File: config.mk
export PLATFORM = sky130hd
export DESIGN_NAME = regfile_access_ctrl
export DESIGN_NICKNAME = d
export VERILOG_FILES = /design/src/rtl/regfile_access_ctrl.sv
export SDC_FILE = /design/constraint.sdc
export NUM_CORES = 1
export LEC_CHECK = 0
export ABC_AREA = 1
export CAP_MARGIN = 20
export CORE_ASPECT_RATIO = 1.25
export CORE_MARGIN = 2
export CORE_UTILIZATION = 40
export CTS_BUF_LIST = sky130_fd_sc_hd__clkbuf_16
export DETAILED_ROUTE_END_ITERATION = 10
export MAX_ROUTING_LAYER = met4
export PLACE_DENSITY = 0.76
export SYNTH_ARGS = -nofsm -noshare
export SYNTH_HDL_FRONTEND = slang
export SYNTH_SLANG_ARGS = --single-unit
File: constraint.sdc
create_clock -name clk -period 4.45 [get_ports clk]
set_clock_uncertainty 0.15 [all_clocks]
set_input_delay 1.335 -clock clk [delete_from_list [all_inputs] [get_ports clk]]
set_output_delay 1.335 -clock clk [all_outputs]
set_load 0.05 [all_outputs]
File: src/rtl/regfile_access_ctrl.sv
// Operand-fetch controller for a small register file.
// Issues a read on the registered RF read port, captures both operands one
// cycle later, and presents them on a valid/ready handshake. A writeback that
// lands in the same cycle as the read request is bypassed into the captured
// operand, because the RF returns the pre-write value in that case.
module regfile_access_ctrl #(
    parameter int DATA_W = 16,
    parameter int ADDR_W = 2
) (
    input  logic              clk,
    input  logic              reset,
    input  logic              req_valid,
    output logic              req_ready,
    input  logic [ADDR_W-1:0] req_src1,
    input  logic [ADDR_W-1:0] req_src2,
    input  logic              wb_valid,
    input  logic [ADDR_W-1:0] wb_adr,
    input  logic [DATA_W-1:0] wb_data,
    output logic              op_valid,
    input  logic              op_ready,
    output logic [DATA_W-1:0] op_data1,
    output logic [DATA_W-1:0] op_data2,
    output logic              rf_read_en,
    output logic [ADDR_W-1:0] rf_read_adr1,
    output logic [ADDR_W-1:0] rf_read_adr2,
    input  logic [DATA_W-1:0] rf_read_data1,
    input  logic [DATA_W-1:0] rf_read_data2,
    output logic              rf_write_en,
    output logic [ADDR_W-1:0] rf_write_adr,
    output logic [DATA_W-1:0] rf_write_data
);

    typedef enum logic [1:0] {
        IDLE    = 2'd0,
        CAPTURE = 2'd1,
        VALID   = 2'd2
    } state_t;

    state_t            state_q, state_d;
    logic [ADDR_W-1:0] src1_q, src1_d;
    logic [ADDR_W-1:0] src2_q, src2_d;
    logic              byp1_q, byp1_d;
    logic              byp2_q, byp2_d;
    logic [DATA_W-1:0] byp_data_q, byp_data_d;
    logic              op_valid_q, op_valid_d;
    logic [DATA_W-1:0] op_data1_q, op_data1_d;
    logic [DATA_W-1:0] op_data2_q, op_data2_d;
    logic              accept;

    // Writeback is a straight pass-through, gated off while in reset.
    always_comb begin
        rf_write_en   = wb_valid & ~reset;
        rf_write_adr  = wb_adr;
        rf_write_data = wb_data;
    end

    // Handshake, RF read port drive, and next-state/next-data computation.
    always_comb begin
        req_ready    = ~reset & ((state_q == IDLE) | ((state_q == VALID) & op_ready));
        accept       = req_valid & req_ready;
        rf_read_en   = accept;
        rf_read_adr1 = accept ? req_src1 : src1_q;
        rf_read_adr2 = accept ? req_src2 : src2_q;

        state_d    = state_q;
        src1_d     = src1_q;
        src2_d     = src2_q;
        byp1_d     = byp1_q;
        byp2_d     = byp2_q;
        byp_data_d = byp_data_q;
        op_valid_d = op_valid_q;
        op_data1_d = op_data1_q;
        op_data2_d = op_data2_q;

        case (state_q)
            CAPTURE: begin
                op_data1_d = byp1_q ? byp_data_q : rf_read_data1;
                op_data2_d = byp2_q ? byp_data_q : rf_read_data2;
                op_valid_d = 1'b1;
                state_d    = VALID;
            end
            VALID: begin
                // Held operands are a snapshot; later writes never touch them.
                if (op_ready) begin
                    op_valid_d = 1'b0;
                    state_d    = IDLE;
                end
            end
            default: begin
                state_d = IDLE;
            end
        endcase

        // A new request (from IDLE, or back-to-back out of VALID) overrides.
        if (accept) begin
            src1_d     = req_src1;
            src2_d     = req_src2;
            byp1_d     = wb_valid & (wb_adr == req_src1);
            byp2_d     = wb_valid & (wb_adr == req_src2);
            byp_data_d = wb_data;
            op_valid_d = 1'b0;
            state_d    = CAPTURE;
        end
    end

    // State and operand registers; reset discards any in-flight request.
    always_ff @(posedge clk) begin
        if (reset) begin
            state_q    <= IDLE;
            src1_q     <= '0;
            src2_q     <= '0;
            byp1_q     <= 1'b0;
            byp2_q     <= 1'b0;
            byp_data_q <= '0;
            op_valid_q <= 1'b0;
            op_data1_q <= '0;
            op_data2_q <= '0;
        end else begin
            state_q    <= state_d;
            src1_q     <= src1_d;
            src2_q     <= src2_d;
            byp1_q     <= byp1_d;
            byp2_q     <= byp2_d;
            byp_data_q <= byp_data_d;
            op_valid_q <= op_valid_d;
            op_data1_q <= op_data1_d;
            op_data2_q <= op_data2_d;
        end
    end

    assign op_valid = op_valid_q;
    assign op_data1 = op_data1_q;
    assign op_data2 = op_data2_q;

endmodule

==> flow_metrics.py, run 1 <==
metrics = {
    "placed_design": {
        "place_area_sq_um": 3810,
        "dp_slack_ns": 0.353,
        "post-dp-hpwl_um": 5260,
        "gp_congestion": 0.811,
        "dp_cells": 576,
        "numPortBuffers": 116,
    },
    "worst_setup_path": {
        "crit_path_start_kind": "input pin",
        "crit_buf_inv": 4,
        "critPathTopFamily": "buffers and inverters",
        "worst-endpoint-required_ns": 2.96,
        "rr_startpoint": "state_q[0]",
        "path_class": "in2out",
        "cp-end-kind": "output pin",
        "worstReg2RegEnd": "op_data2[14]",
        "rrSetupSlack_ns": 2.22,
        "crit_slowest_cell": "clkdlybuf4s50_1",
        "path_max_fanout": 11,
        "cp_slowest_stage_delay_ns": 0.48,
        "r2r.worst_path.cells": 6,
        "crit_cells": 8,
        "critPathArrivalTime_ns": 2.62,
        "cp_cell_sequence": "clkdlybuf4s50_1 > inv_1 > nand2_2 > nand3_4 > nand2_1 > nand2_1 > inv_1 > buf_12",
    },
    "timing": {
        "fin_setup_tns_ns": 0,
        "fin_ws_ns": 0.346,
        "slew_headroom_pct": 54.6,
        "fmax_ghz": 0.244,
        "rsz0062_at_grt": "false",
        "setup_viol": 0,
        "worstMarginPinSlew_ns": 0.680,
        "period_needed_ns": 4.10,
        "report.final.slew_viol_count": 0,
        "hold_violations": 0,
        "fin_crit_sh_pct": 92.2,
    },
    "clocking": {
        "ctsHoldBuffers": 0,
        "clk_pin_slew_ns": 0.05,
        "clk_latency_ns": 0.31,
        "cts-buffers-inserted": 9,
        "htree_levels": 3,
        "post_cts_buffers": 0,
        "ctsRootBufferMaster": "clkbuf_16",
        "clk_path_buf_depth": 2,
        "post_cts_resized": 0,
        "cts_tree": "yes",
        "cts.sinks": 57,
    },
    "final_layout": {
        "n_antenna_cell": 0,
        "multi_input_area_sq_um": 1150,
        "synthToLayoutAreaGrowth_pct": 49.5,
        "final_common_cell": "clkdlybuf4s50_1",
        "final_area_sq_um": 4110,
        "drive_above_1_share_pct": 10.5,
        "final_cell_mix": "clkdlybuf4s50_1 (91), nand2_1 (84), nor2_1 (73), dfxtp_1 (57), inv_1 (53)",
        "finalNetCount": 561,
        "regArea_sq_um": 1140,
        "utilization_pct": 62.1,
        "final_cells": 593,
        "fill_cells": 641,
    },
    "route": {
        "drt_first_pass_iters": 4,
        "vias_per_cell": 4.68,
        "ant_nets": 0,
        "drc": 0,
        "routedWlPerCell_um": 12.5,
        "drtIter0Drc": 173,
        "vias": 2774,
        "totalWireLength_um": 7410,
    },
    "die": {
        "die_w_um": 78.1,
        "initial_core_util_pct": 41.6,
        "rows": 33,
        "fp.dieH_um": 96.6,
        "die-area_sq_um": 7550,
        "ios": 117,
        "core_area_sq_um": 6610,
    },
    "logic_synthesis": {
        "syn_nets": 467,
        "syn_inst": 408,
        "yosys_warnings": 0,
        "ys_seq_area_share_pct": 41.6,
        "ys_ff_latch": 57,
        "netlist_area_sq_um": 2750,
        "syn_avg_cell_area_sq_um": 6.73,
        "synth.distinct_cells": 20,
    },
    "min_path": {
        "hold_end": "op_data1[2]",
        "hold_depth": 2,
        "hold_class": "reg2reg",
        "worstHoldStart": "byp_data_q[2]",
    },
    "grt": {
        "antenna_found_initial": 0,
        "grt_max_degree": 52,
        "track_usage_pct": 20.7,
        "grt_first_pass_wirelength_um": 12300,
        "gr-total-overflow": 0,
        "grt_pass1_vias": 2549,
    },
    "pwr": {
        "p_leak_nw": 1.92,
        "peakVddDrop_mv": 0.287,
        "p_per_area_nw_per_um2": 373,
    },
    "run_status": {
        "outcome": "finished, final reports clean",
    },
    "job": {
        "drv_cap": 0,
    },
}
## registers in the layout, summed over array words and instances (netlist names)
signal,flops
state_q,2
src2_q,2
op_valid,1
op_data2,16
src1_q,2
byp2_q,1
byp_data_q,16
op_data1,16
byp1_q,1
## cells by family (layout without fill, tap and decap cells)
family          after synthesis  count (layout)  share of synthesized area (%)
compound gates               66              66                           12.0
buf+inv                      93             191                           16.5
flops                        57              57                           41.6
simple gates                192             192                           29.9
## tightest hold or removal path: stages, from the launching register on
cell and delay [ns]:
dfxtp_1 0.32, nand2_1 0.06, a21oi_1 0.06
## synth_stat cells (all sizes together)
cell type	instances	share of area [%]
nand2	89	13
nor2	76	12
dfxtp	57	42
inv	53	7.2
a21oi	34	6.2
o21ai	32	5.8
buf	29	7.7
nand3	23	4.6
clkbuf	11	1.5
nand4	4	0.91
## where the power goes
part	internal, W	switching, W	leakage [nW]
registers	0.000550	0.0000261	0.469
clock network	0.000362	0.000208	0.127
logic	0.000151	0.000233	1.32
total	0.00106	0.000467	1.92
## worst max-delay path by stage
stage / start / to
global placement: op_ready / rf_read_adr2[0]
detailed placement: op_ready / rf_read_adr1[0]
CTS: op_ready / rf_read_adr1[0]
finish: op_ready / rf_read_adr1[0]
floorplan: reset / rf_read_adr2[0]
global route: op_ready / rf_read_adr1[1]
## routing by layer
layer / vias to the layer above / wire length [um] / GRT usage, %
met4: 0 / 122 / 8.37
met3: 11 / 400 / 3.36
met2: 101 / 3700 / 33.2
li1: 1439 / - / -
met1: 1223 / 3190 / 26.0
met5: - / 0 / -
## area by class of cell
type                       instances  share of cell area [%]
timing repair buffer             123                    30.5
sequential                        57                    27.8
multi-input combinational        258                    28.0
clock inverter                     6                   0.640
tap                               87                    2.65
inverter                          53                    4.85
clock buffer                       9                    5.49
## metrics by stage
step / hold slack (ns) / total power (W)
3_3_place_gp: 0.317 / 0.000961
4_1_cts: 0.335 / 0.00153
6_report: 0.334 / 0.00153
5_1_grt: 0.355 / 0.00159
2_1_floorplan: 0.298 / 0.000815
3_5_place_dp: 0.322 / 0.000966
Power figures use the tool's default switching activity.
==> run 2: changes to the inputs <==
SETUP_SLACK_MARGIN = 0.3   (was not set)
==> flow_metrics.py, run 2 (synthesis results as in run 1) <==
metrics = {
    "run_status": {
        "outcome": "finished, final reports clean",
    },
    "worst_setup_path": {
        "path_class": "in2out",
        "rr_startpoint": "state_q[0]",
        "crit_path_start_kind": "input pin",
        "path_max_fanout": 5,
        "rrSetupSlack_ns": 2.21,
        "worst-endpoint-required_ns": 2.96,
        "crit_start": "reset",
        "critPathArrivalTime_ns": 2.55,
        "cp-end-kind": "output pin",
    },
    "route": {
        "totalWireLength_um": 7510,
        "drtIter0Drc": 176,
        "ant_nets": 0,
        "routedWlPerCell_um": 12.6,
        "vias": 2809,
        "drt_first_pass_iters": 5,
        "vias_per_cell": 4.71,
        "drc": 0,
    },
    "die": {
        "die_w_um": 78.1,
        "rows": 33,
        "ios": 117,
        "die-area_sq_um": 7550,
        "fp.dieH_um": 96.6,
        "core_area_sq_um": 6610,
        "initial_core_util_pct": 41.6,
    },
    "final_layout": {
        "multi_input_area_sq_um": 1160,
        "drive_above_1_share_pct": 11.0,
        "final_cell_mix": "clkdlybuf4s50_1 (91), nand2_1 (84), nor2_1 (73), dfxtp_1 (57), inv_1 (53)",
        "final_area_sq_um": 4130,
        "regArea_sq_um": 1140,
        "final_common_cell": "clkdlybuf4s50_1",
        "synthToLayoutAreaGrowth_pct": 50.5,
        "fill_cells": 636,
        "finalNetCount": 564,
        "n_antenna_cell": 0,
    },
    "clocking": {
        "clk_path_buf_depth": 2,
        "clk_latency_ns": 0.31,
        "cts-buffers-inserted": 9,
        "ctsRootBufferMaster": "clkbuf_16",
        "cts.sinks": 57,
        "clk_pin_slew_ns": 0.05,
        "htree_levels": 3,
        "ctsHoldBuffers": 0,
        "cts_tree": "yes",
    },
    "pwr": {
        "p_leak_nw": 1.94,
        "internal-power_w": 0.00107,
        "p_seq_share_pct": 37.5,
        "combinationalPowerShare_pct": 25.2,
        "p_sw_share_pct": 30.6,
        "p_sw_w": 0.000469,
        "p_per_area_nw_per_um2": 371,
        "power_frac_clock_pct": 37.2,
        "peakVddDrop_mv": 0.289,
        "p_total_w": 0.00153,
    },
    "grt": {
        "antenna_found_initial": 0,
        "grt_max_degree": 52,
        "track_usage_pct": 20.7,
        "grt_pass1_vias": 2549,
        "gr-total-overflow": 0,
        "grt_first_pass_wirelength_um": 12300,
    },
    "timing": {
        "slew_headroom_pct": 54.7,
        "fin_setup_tns_ns": 0,
        "setup_viol": 0,
        "worstMarginPinSlew_ns": 0.678,
        "hold_violations": 0,
        "fin_crit_sh_pct": 90.7,
        "period_needed_ns": 4.04,
        "fmax_ghz": 0.248,
        "rsz0062_at_grt": "false",
        "fin_ws_ns": 0.412,
        "report.final.slew_viol_count": 0,
    },
    "placed_design": {
        "gp_congestion": 0.811,
        "post-dp-hpwl_um": 5260,
        "place_area_sq_um": 3810,
        "numPortBuffers": 116,
        "dp_slack_ns": 0.353,
    },
    "job": {
        "drv_cap": 0,
    },
    "min_path": {
        "hold_class": "reg2reg",
        "worstHoldStart": "byp_data_q[2]",
    },
}
[run 2: cell count changes in the layout (fill, tap and decap cells not counted), sizes merged]
cell  before  now
buf       32   35
[run 2: final timing paths]
kind	end	cells past startpoint
hold reg to reg	op_data1[2]	2
hold / removal	op_data1[2]	2
setup / recovery	rf_read_adr1[0]	7
setup reg to reg	op_data2[14]	6
[run 2: power groups by stage]
| stage | Combinational (W) | Sequential [W] | Clock, W |
|---|---|---|---|
| 6_report | 0.000387 | 0.000576 | 0.000571 |
| 5_1_grt | 0.000413 | 0.000580 | 0.000603 |
| 4_1_cts | 0.000380 | 0.000578 | 0.000577 |
| 3_5_place_dp | 0.000379 | 0.000587 | 0 |
| 3_3_place_gp | 0.000375 | 0.000586 | 0 |
| 2_1_floorplan | 0.000162 | 0.000653 | 0 |
[run 2: worst max-delay path, stage by stage]
cell and delay, ns:
clkdlybuf4s50_1 0.46, nor2_4 0.20, buf_4 0.14, nand4_1 0.08
nand2_1 0.10, inv_1 0.08, buf_12 0.15
[run 2: repair_timing]
item	CTS	global route
gates resized for setup	0	1
buffers inserted	0	3
endpoints found under the setup margin	0	4
[run 2: layout make-up]
cell class | count | share of cell area [%]
Timing Repair Buffer | 126 | 30.9
Clock buffer | 9 | 5.45
Multi-Input combinational cell | 258 | 28.0
Sequential cell | 57 | 27.6
Clock inverter | 6 | 0.636
Tap cell | 87 | 2.63
Inverter | 53 | 4.81
[run 2: stage by stage]
| stage | instances | hold WS [ns] | utilization (%) |
|---|---|---|---|
| after global routing | 596 | 0.355 | 62.6 |
| after detailed placement | 576 | 0.322 | 57.7 |
| final | 596 | 0.335 | 62.6 |
| after floorplan | 408 | 0.298 | - |
| after CTS | 591 | 0.335 | 61.5 |
| after global placement | 576 | 0.317 | 57.7 |
[run 2: per-layer routing]
metal / GRT usage [%] / up-vias / share of wire (%)
li1: - / 1449 / -
met1: 26.0 / 1249 / 43
met2: 33.2 / 100 / 50
met3: 3.36 / 11 / 5.0
met4: 8.37 / 0 / 2.0
met5: - / - / 0
==> run 3: changes to the inputs <==
CORE_MARGIN = 10   (was 2)
CORE_UTILIZATION = 38   (was 40)
clock period = 3.3 ns   (was 4.45 ns; I/O delays follow)
==> flow_metrics.py, run 3 (synthesis results as in run 1) <==
metrics = {
    "clocking": {
        "cts.sinks": 57,
        "htree_levels": 3,
        "cts-buffers-inserted": 9,
        "clk_latency_ns": 0.32,
        "cts_tree": "yes",
        "ctsHoldBuffers": 0,
        "clk_pin_slew_ns": 0.05,
        "ctsRootBufferMaster": "clkbuf_16",
        "clk_path_buf_depth": 2,
    },
    "final_layout": {
        "regArea_sq_um": 1140,
        "fill_cells": 638,
        "multi_input_area_sq_um": 1180,
        "synthToLayoutAreaGrowth_pct": 62.6,
        "n_antenna_cell": 0,
        "final_common_cell": "clkdlybuf4s50_1",
        "drive_above_1_share_pct": 15.1,
        "finalNetCount": 569,
        "final_cell_mix": "clkdlybuf4s50_1 (84), nand2_1 (76), nor2_1 (72), dfxtp_1 (57), inv_1 (49)",
    },
    "pwr": {
        "p_per_area_nw_per_um2": 496,
        "p_seq_share_pct": 35.0,
        "internal-power_w": 0.00155,
        "peakVddDrop_mv": 0.367,
        "combinationalPowerShare_pct": 25.9,
        "p_leak_nw": 2.08,
        "power_frac_clock_pct": 39.1,
        "p_sw_share_pct": 30.0,
        "p_sw_w": 0.000663,
    },
    "worst_setup_path": {
        "rr_startpoint": "state_q[0]",
        "crit_path_start_kind": "input pin",
        "r2r.worst_path.cells": 7,
        "worst-endpoint-required_ns": 2.16,
        "rrSetupSlack_ns": 1.74,
        "worstReg2RegEnd": "byp1_q",
        "critPathArrivalTime_ns": 1.82,
        "path_max_fanout": 3,
        "path_class": "in2out",
        "cp-end-kind": "output pin",
    },
    "route": {
        "vias_per_cell": 4.70,
        "totalWireLength_um": 8780,
        "ant_nets": 0,
        "drtIter0Drc": 154,
        "vias": 2842,
        "drt_first_pass_iters": 4,
        "drc": 0,
        "routedWlPerCell_um": 14.5,
    },
    "die": {
        "ios": 117,
        "die-area_sq_um": 11000,
        "initial_core_util_pct": 39.1,
        "core_area_sq_um": 7020,
        "rows": 34,
        "fp.dieH_um": 115,
        "die_w_um": 96.0,
    },
    "timing": {
        "fin_setup_tns_ns": 0,
        "fmax_ghz": 0.338,
        "rsz0062_at_grt": "false",
        "holdWs_ns": 0.325,
        "setup_viol": 0,
        "report.final.slew_viol_count": 0,
        "slew_headroom_pct": 63.1,
        "fin_crit_sh_pct": 89.6,
        "hold_violations": 0,
        "period_needed_ns": 2.96,
        "worstMarginPinSlew_ns": 0.551,
    },
    "job": {
        "drv_cap": 0,
    },
    "placed_design": {
        "post-dp-hpwl_um": 6520,
        "gp_congestion": 0.804,
        "numPortBuffers": 116,
    },
    "grt": {
        "antenna_found_initial": 0,
        "grt_pass1_vias": 2828,
        "track_usage_pct": 16.2,
        "grt_first_pass_wirelength_um": 13800,
        "grt_max_degree": 52,
        "gr-total-overflow": 0,
    },
    "min_path": {
        "hold_depth": 2,
        "hold_class": "reg2reg",
        "worstHoldStart": "byp_data_q[1]",
        "hold_end": "op_data2[1]",
    },
    "run_status": {
        "outcome": "finished, final reports clean",
    },
}
## run 3: cell count changes in the layout (fill, tap and decap cells not counted), moves of 4 or more
cell             previous run  this run
buf_12                      6        25
buf_4                      27        12
nand2_1                    84        76
nand2_2                     3        11
clkdlybuf4s50_1            91        84
inv_2                       0         6
inv_1                      53        49
## run 3: per-layer routing
| layer | vias up | part of all wire [%] | global-route usage (%) |
|---|---|---|---|
| li1 | 1447 | - | - |
| met1 | 1300 | 41 | 18.5 |
| met2 | 79 | 51 | 26.2 |
| met3 | 16 | 5.9 | 3.46 |
| met4 | 0 | 2.1 | 7.88 |
| met5 | - | 0 | - |
## run 3: per-stage QoR
| step | setup slack [ns] | utilization (%) | instances | total power, W | area, sq um |
|---|---|---|---|---|---|
| floorplan | 0.342 | - | 408 | 0.00110 | 2750 |
| detailed placement | -0.0146 | 58.4 | 585 | 0.00135 | 4100 |
| finish | 0.342 | 63.6 | 605 | 0.00221 | 4460 |
| global placement | 0.0237 | 58.4 | 585 | 0.00134 | 4100 |
| CTS | 0.282 | 62.7 | 603 | 0.00222 | 4400 |
| global route | 0.302 | 63.6 | 605 | 0.00230 | 4460 |
## run 3: worst max-delay path by stage
stage                 from         endpoint  slack, ns  cells past startpoint
2_1_floorplan        reset  rf_read_adr2[0]       0.34                      6
3_3_place_gp      op_ready  rf_read_adr2[0]       0.02                      8
3_5_place_dp      op_ready  rf_read_adr1[1]      -0.01                      8
4_1_cts        req_src1[1]  rf_read_adr1[1]       0.28                      6
5_1_grt           wb_valid      rf_write_en       0.30                      4
6_report          wb_valid      rf_write_en       0.34                      4
## run 3: what timing repair did
item                                    in CTS  in global routing
buffers inserted                             2                  0
pin swaps                                    8                  7
endpoints found under the setup margin       7                  7
gates resized for setup                     21                 13
## run 3: critical path: stages
cell and delay, ns:
clkdlybuf4s50_1 0.50, inv_1 0.08, nor2_4 0.11, buf_12 0.14
## run 3: power groups by stage
stage                     Sequential [W]  Clock (W)  Combinational, W
after floorplan                 0.000881          0          0.000218
after global placement          0.000788          0          0.000554
after detailed placement        0.000790          0          0.000560
after CTS                       0.000777   0.000876          0.000567
after global routing            0.000780   0.000915          0.000609
final                           0.000775   0.000865          0.000573
## run 3: layout make-up
cell class / instances / share of cell area, %
Clock buffer: 9 / 5.04
Multi-Input combinational cell: 258 / 26.5
Sequential cell: 57 / 25.6
Tap cell: 90 / 2.52
Clock inverter: 7 / 1.21
Timing Repair Buffer: 131 / 34.7
Inverter: 53 / 4.46
